File: src/rtl/ahb_sram_slave_pkg.sv
// Shared AHB-Lite encodings and the SRAM responder state set.
package ahb_sram_slave_pkg;

  localparam logic [1:0] HTRANS_IDLE   = 2'b00;
  localparam logic [1:0] HTRANS_BUSY   = 2'b01;
  localparam logic [1:0] HTRANS_NONSEQ = 2'b10;
  localparam logic [1:0] HTRANS_SEQ    = 2'b11;

  localparam logic [2:0] HSIZE_BYTE = 3'd0;
  localparam logic [2:0] HSIZE_HALF = 3'd1;
  localparam logic [2:0] HSIZE_WORD = 3'd2;

  localparam logic HRESP_OKAY  = 1'b0;
  localparam logic HRESP_ERROR = 1'b1;

  typedef enum logic [2:0] {
    ST_IDLE,
    ST_WAIT,
    ST_RD_ACC,
    ST_RD_CAP,
    ST_RD_OUT,
    ST_WR_DO,
    ST_ERR1,
    ST_ERR2
  } state_t;

endpackage

File: src/rtl/ahb_be_decode.sv
// Maps an AHB transfer size and low address bits to 32-bit lane enables,
// flagging unsupported sizes and misaligned accesses.
module ahb_be_decode
  import ahb_sram_slave_pkg::*;
(
  input  logic [2:0] hsize,
  input  logic [1:0] addr_lo,
  output logic [3:0] be,
  output logic       err
);

  // NOTE: every output gets a default before the case so no path can infer a latch.
  always_comb begin
    be  = 4'b0000;
    err = 1'b0;
    case (hsize)
      HSIZE_BYTE: be = 4'b0001 << addr_lo;
      HSIZE_HALF: begin
        be  = addr_lo[1] ? 4'b1100 : 4'b0011;
        err = addr_lo[0];
      end
      HSIZE_WORD: begin
        be  = 4'b1111;
        err = |addr_lo;
      end
      default: err = 1'b1;
    endcase
  end

endmodule

File: src/rtl/ahb_sram_slave.sv
// AHB-Lite responder in front of a single-port synchronous SRAM with
// 1-cycle read latency, optional wait states and a two-cycle ERROR response.
module ahb_sram_slave
  import ahb_sram_slave_pkg::*;
#(
  parameter int          ADDR_WIDTH  = 18,
  parameter logic [31:0] WINDOW_MASK = 32'hfff0_0000,
  parameter int          WAIT_STATES = 0
) (
  input  logic                  clk,
  input  logic                  rst_n,
  input  logic                  hsel,
  input  logic [31:0]           haddr,
  input  logic [1:0]            htrans,
  input  logic [2:0]            hsize,
  input  logic                  hwrite,
  input  logic [31:0]           hwdata,
  input  logic [2:0]            hburst,
  input  logic [3:0]            hprot,
  input  logic                  hmastlock,
  input  logic                  hready,
  output logic [31:0]           hrdata,
  output logic                  hreadyout,
  output logic                  hresp,
  output logic                  sram_ce,
  output logic                  sram_we,
  output logic [3:0]            sram_be,
  output logic [ADDR_WIDTH-1:0] sram_addr,
  output logic [31:0]           sram_wdata,
  input  logic [31:0]           sram_rdata
);

  // Compared in 64 bits so large ADDR_WIDTH values cannot overflow the bound.
  localparam logic [63:0] CAPACITY  = 64'd4 << ADDR_WIDTH;
  localparam logic [2:0]  WAIT_LOAD = (WAIT_STATES > 0) ? 3'(WAIT_STATES - 1) : 3'd0;

  state_t                state_q, state_d, accept_state;
  logic [ADDR_WIDTH-1:0] addr_q;
  logic                  write_q;
  logic [3:0]            be_q;
  logic [2:0]            wait_q;
  logic [31:0]           offset;
  logic [3:0]            be_dec;
  logic                  size_err, range_err, accept, take;
  logic                  unused_ok;

  assign offset    = haddr & ~WINDOW_MASK;
  assign range_err = {32'd0, offset} >= CAPACITY;
  assign accept    = hsel & hready & htrans[1];
  assign unused_ok = ^{htrans[0], hburst, hprot, hmastlock};

  ahb_be_decode u_be_decode (
    .hsize   (hsize),
    .addr_lo (haddr[1:0]),
    .be      (be_dec),
    .err     (size_err)
  );

  always_comb begin
    if (size_err || range_err) accept_state = ST_ERR1;
    else if (WAIT_STATES > 0)  accept_state = ST_WAIT;
    else if (hwrite)           accept_state = ST_WR_DO;
    else                       accept_state = ST_RD_ACC;
  end

  always_comb begin
    state_d   = state_q;
    hreadyout = 1'b1;
    hresp     = HRESP_OKAY;
    sram_ce   = 1'b0;
    sram_we   = 1'b0;
    sram_be   = 4'b0000;
    unique case (state_q)
      ST_IDLE, ST_RD_OUT: ;
      ST_WAIT: begin
        hreadyout = 1'b0;
        if (wait_q == 3'd0) state_d = write_q ? ST_WR_DO : ST_RD_ACC;
      end
      ST_RD_ACC: begin
        hreadyout = 1'b0;
        sram_ce   = 1'b1;
        state_d   = ST_RD_CAP;
      end
      ST_RD_CAP: begin
        hreadyout = 1'b0;
        state_d   = ST_RD_OUT;
      end
      ST_WR_DO: begin
        sram_ce = 1'b1;
        sram_we = 1'b1;
        sram_be = be_q;
      end
      ST_ERR1: begin
        hreadyout = 1'b0;
        hresp     = HRESP_ERROR;
        state_d   = ST_ERR2;
      end
      ST_ERR2: hresp = HRESP_ERROR;
    endcase
    // Any state that ends a data phase can take the next address phase directly.
    if (hreadyout) state_d = accept ? accept_state : ST_IDLE;
  end

  assign take       = accept & hreadyout;
  assign sram_addr  = addr_q;
  assign sram_wdata = hwdata;

  // NOTE: sequential state uses non-blocking assignments so every register samples pre-edge values.
  always_ff @(posedge clk or negedge rst_n) begin
    if (!rst_n) begin
      state_q <= ST_IDLE;
      addr_q  <= '0;
      write_q <= 1'b0;
      be_q    <= 4'b0000;
      wait_q  <= 3'd0;
      hrdata  <= 32'h0;
    end else begin
      state_q <= state_d;
      if (take) begin
        addr_q  <= offset[ADDR_WIDTH+1:2];
        write_q <= hwrite;
        be_q    <= be_dec;
        wait_q  <= WAIT_LOAD;
      end else if (state_q == ST_WAIT && wait_q != 3'd0) begin
        wait_q <= wait_q - 3'd1;
      end
      if (state_q == ST_RD_CAP) hrdata <= sram_rdata;
    end
  end

endmodule

File: config.mk
export PLATFORM = sky130hd
export DESIGN_NAME = ahb_sram_slave
export DESIGN_NICKNAME = d
export VERILOG_FILES = /design/src/rtl/ahb_sram_slave_pkg.sv /design/src/rtl/ahb_be_decode.sv /design/src/rtl/ahb_sram_slave.sv
export SDC_FILE = /design/constraint.sdc
export NUM_CORES = 1
export LEC_CHECK = 0
export ABC_AREA = 1
export BUFFER_PORTS_ARGS = -buffer_cell sky130_fd_sc_hd__buf_2
export CORE_ASPECT_RATIO = 0.8
export CORE_MARGIN = 2
export CORE_UTILIZATION = 41
export CTS_BUF_LIST = sky130_fd_sc_hd__clkbuf_16
export CTS_CLUSTER_SIZE = 14
export DETAILED_ROUTE_END_ITERATION = 6
export GPL_TIMING_DRIVEN = 0
export MAX_ROUTING_LAYER = met4
export PLACE_DENSITY = 0.91
export SETUP_SLACK_MARGIN = 0.15
export SYNTH_ARGS = -nofsm -noshare
export SYNTH_HDL_FRONTEND = slang
export SYNTH_HIERARCHICAL = 1
export SYNTH_SLANG_ARGS = --single-unit
File: constraint.sdc
create_clock -name clk -period 1.4 [get_ports clk]
set_input_delay 0 -clock clk [delete_from_list [all_inputs] [get_ports clk]]
set_output_delay 0 -clock clk [all_outputs]
set_load 0.05 [all_outputs]
==> impl_metrics.csv <==
group,metric,value,unit
outcome,status,"complete, no violations",
place,place_congestion,0.8871,
power_and_ir_drop,power_frac_comb,54.3,%
logic_synthesis,synth-seq-area-share,52.25,%
routing,routed_via_density,4.759,
sta,setup_viol,0,
routing,drc,0,
sta,rsz0062_at_grt,"yes",
run,cap_violations,0,
critical_path,cpMostUsedCell,"buf_6",
floorplanning,start_util,42.39,%
place,placed_cell_area,3831,sq um
min_path,min_path_cells,5,
logic_synthesis,yosysWarnings,6,
power_and_ir_drop,power_frac_clock,20.2,%
power_and_ir_drop,p_int,6130,uW
power_and_ir_drop,leakage,0.002776,uW
sta,timing.final.max_slew_violations,0,
floorplanning,coreArea,6892,sq um
sta,finalClockSkew,0.003108,ns
logic_synthesis,synth_edf_count,0,
logic_synthesis,synth_top_area_share,52.25,%
finish,syn2layout_area_growth,68.87,%
critical_path,path_class,"flip-flop to primary output",
logic_synthesis,ys.flop_type,"dfrtp_1",
finish,final_common_cell,"buf_2",
sta,relSlewSlack,49.66,%
finish,fin_cells,669,
sta,final.period_utilization,98.75,%
logic_synthesis,synthesis.nets,468,
cts,clockRootBuffer,"clkbuf_16",
finish,most-common-layout-cells,"buf_2 (146), nand2_1 (136), dfrtp_1 (61)",
logic_synthesis,async_flop_share,100.0,%
routing,wl,8794,microns
critical_path,reg2reg_depth,8,
critical_path,worst_setup_path_end_kind,"primary output",
critical_path,cp.required,1.40,ns
critical_path,start_kind,"flip-flop",
floorplanning,ios,204,
logic_synthesis,syn_area,2922,sq um
grt,grt_start_max_net_pins,62,
finish,nNetsFinal,693,
routing,dr.pass1.iters,4,
finish,antennaDiodeCount,0,
grt,antenna_found_initial,0,
routing,detail_route.iter0.violations,151,
critical_path,slowest_stage,"dfrtp_1",
min_path,holdCritPathClass,"input pin to flip-flop",
sta,tightest_slew,0.7551,ns
sta,fmax,0.7233,GHz
finish,final_cell_area,4933,sq um
grt,overflow,0,
place,hpwlAfterDp,5499,microns
power_and_ir_drop,p_per_area,2451,nW/um^2
routing,avgRoutedWirePerCell,13.14,microns
routing,num_vias,3184,
sta,hold_viol_final,0,
floorplanning,dieArea,7821,sq um
grt,grt_pass1_wl,13860,microns
critical_path,crit_chain,"buf_6 -> nor3_4 -> inv_4 -> nor2_4 -> buf_6",
cts,path_clk_slew,0.05,ns
power_and_ir_drop,p_sw,5962,uW
power_and_ir_drop,p_seq_share,25.6,%
cts,cts_inserted_buffers,9,
cts,cts_tree,"yes",
floorplanning,die_w,98.38,microns
logic_synthesis,ys_types,24,
logic_synthesis,syn_area_per_cell,8.300,sq um
finish,drive_gt1_share,42.27,%
place,io_buffer_count,150,
critical_path,critPathMaxStageDelay,0.40,ns
cts,htreeDepth,3,
logic_synthesis,syn_inst,352,
floorplanning,die_h,79.50,microns
sta,finalCriticalPeriod,1.383,ns
cts,cts_sinks,61,
cts,cts_buffer_depth,2,
power_and_ir_drop,irDropWorstVdd,0.001560,V
logic_synthesis,ys_ff_latch,61,
logic_synthesis,synthTopCellsByArea,"dfrtp_1 (52%), nand2_1 (18%), buf_4 (9.0%)",
critical_path,worst_ep_arrival_time,1.38,ns
routing,final_antenna_net_count,0,
power_and_ir_drop,total_power,12090,uW
floorplanning,rows,27,
grt,grt_pass1_vias,3108,
critical_path,crit_fanout,5,
grt,grtUsageTotal,23.01,%
cts,clk_latency,0.32,ns
logic_synthesis,netlist.top_cell.by_area,"dfrtp_1",
power_and_ir_drop,power.share.switching,49.31,%
place,placed_cells,589,
## registers in the layout (all words and copies together) (netlist names)
name       flops
state_q        3
be_q           4
write_q        1
wait_q         3
sram_addr     18
hrdata        32
## path summary, 6_finish.rpt
kind,startpoint,to,slack [ns]
max,state_q[1]$_DFFE_PN0P_,sram_be[3],0.02
min,haddr[1],be_q[2]$_DFFE_PN0P_,0.14
max reg2reg,state_q[0]$_DFFE_PN0P_,wait_q[1]$_DFFE_PN0P_,0.07
min reg2reg,sram_addr[7]$_DFFE_PN0P_,sram_addr[7]$_DFFE_PN0P_,0.47
max in group asynchronous,rst_n,hrdata[5]$_DFFE_PN0N_,0.61
min in group asynchronous,rst_n,sram_addr[4]$_DFFE_PN0P_,0.30
## through the flow
step           hold WS, ns   TNS, ns  utilization (%)  setup slack [ns]
2_1_floorplan      -0.2956   -0.1613                -          -0.05717
3_3_place_gp        0.1986         0            55.59           0.06361
4_1_cts            0.03888  -0.09535            69.83          -0.02616
5_1_grt             0.1819   -0.1426            71.59          -0.03752
3_5_place_dp        0.2035         0            55.59          0.008179
6_report            0.1444         0            71.59           0.01745
## worst max-delay path: cells and delay by family (launching register included)
kind / cells / cell delay (ns)
flip-flops: 1 / 0.40
AND/OR/NAND/NOR: 2 / 0.27
buffers and inverters: 3 / 0.40
## synthesized netlist by cell type, types with 2 or more instances
cell / instances
nand2_1: 139
buf_6: 2
o21ai_0: 7
nand3_1: 51
dfrtp_1: 61
nor2_1: 9
a21oi_1: 2
buf_4: 35
o21ai_1: 2
inv_2: 3
nand2_2: 3
ha_1: 2
clkbuf_1: 2
inv_1: 17
buf_2: 8
## power groups by stage
stage / clock (uW) / combinational [uW] / sequential (uW)
floorplan: 0 / 2000 / 5580
global placement: 0 / 5790 / 3040
detailed placement: 0 / 5930 / 3090
CTS: 2500 / 6310 / 3080
global route: 2580 / 6980 / 3190
finish: 2440 / 6560 / 3090
## routing by layer
metal	share of wire [%]	GRT usage [%]	vias up
met2	53	40.48	165
met3	7.0	5.342	18
met1	38	25.49	1483
met4	2.1	9.452	0
li1	-	-	1518
met5	0	-	-
## cell type report
type                       instances  area [sq um]
buffer                            47         376.6
clock inverter                     7         105.1
inverter                          21         90.09
multi-input combinational        223          1060
fill                             494          1958
sequential                        61          1526
tap                               87         108.9
timing repair buffer             214          1441
clock buffer                       9         225.2
## what timing repair did
item / in CTS / in global routing
endpoints found under the hold margin: 53 / 61
endpoints found under the setup margin: 44 / 65
buffers inserted: 5 / 4
gates resized for setup: 33 / 28
hold buffers: 51 / 1
pin swaps: 7 / 5
gates cloned: 2 / 1
## cell families after synthesis
family                   synth area share (%)
adder cells (fa/ha/maj)                0.8564
flip-flops                              52.25
buffers and inverters                   14.09
AND/OR/NAND/NOR                         30.06
AO/OA/AOI/OAI                           2.441
XOR/XNOR                               0.2998
(Power assumes the default switching activity.)
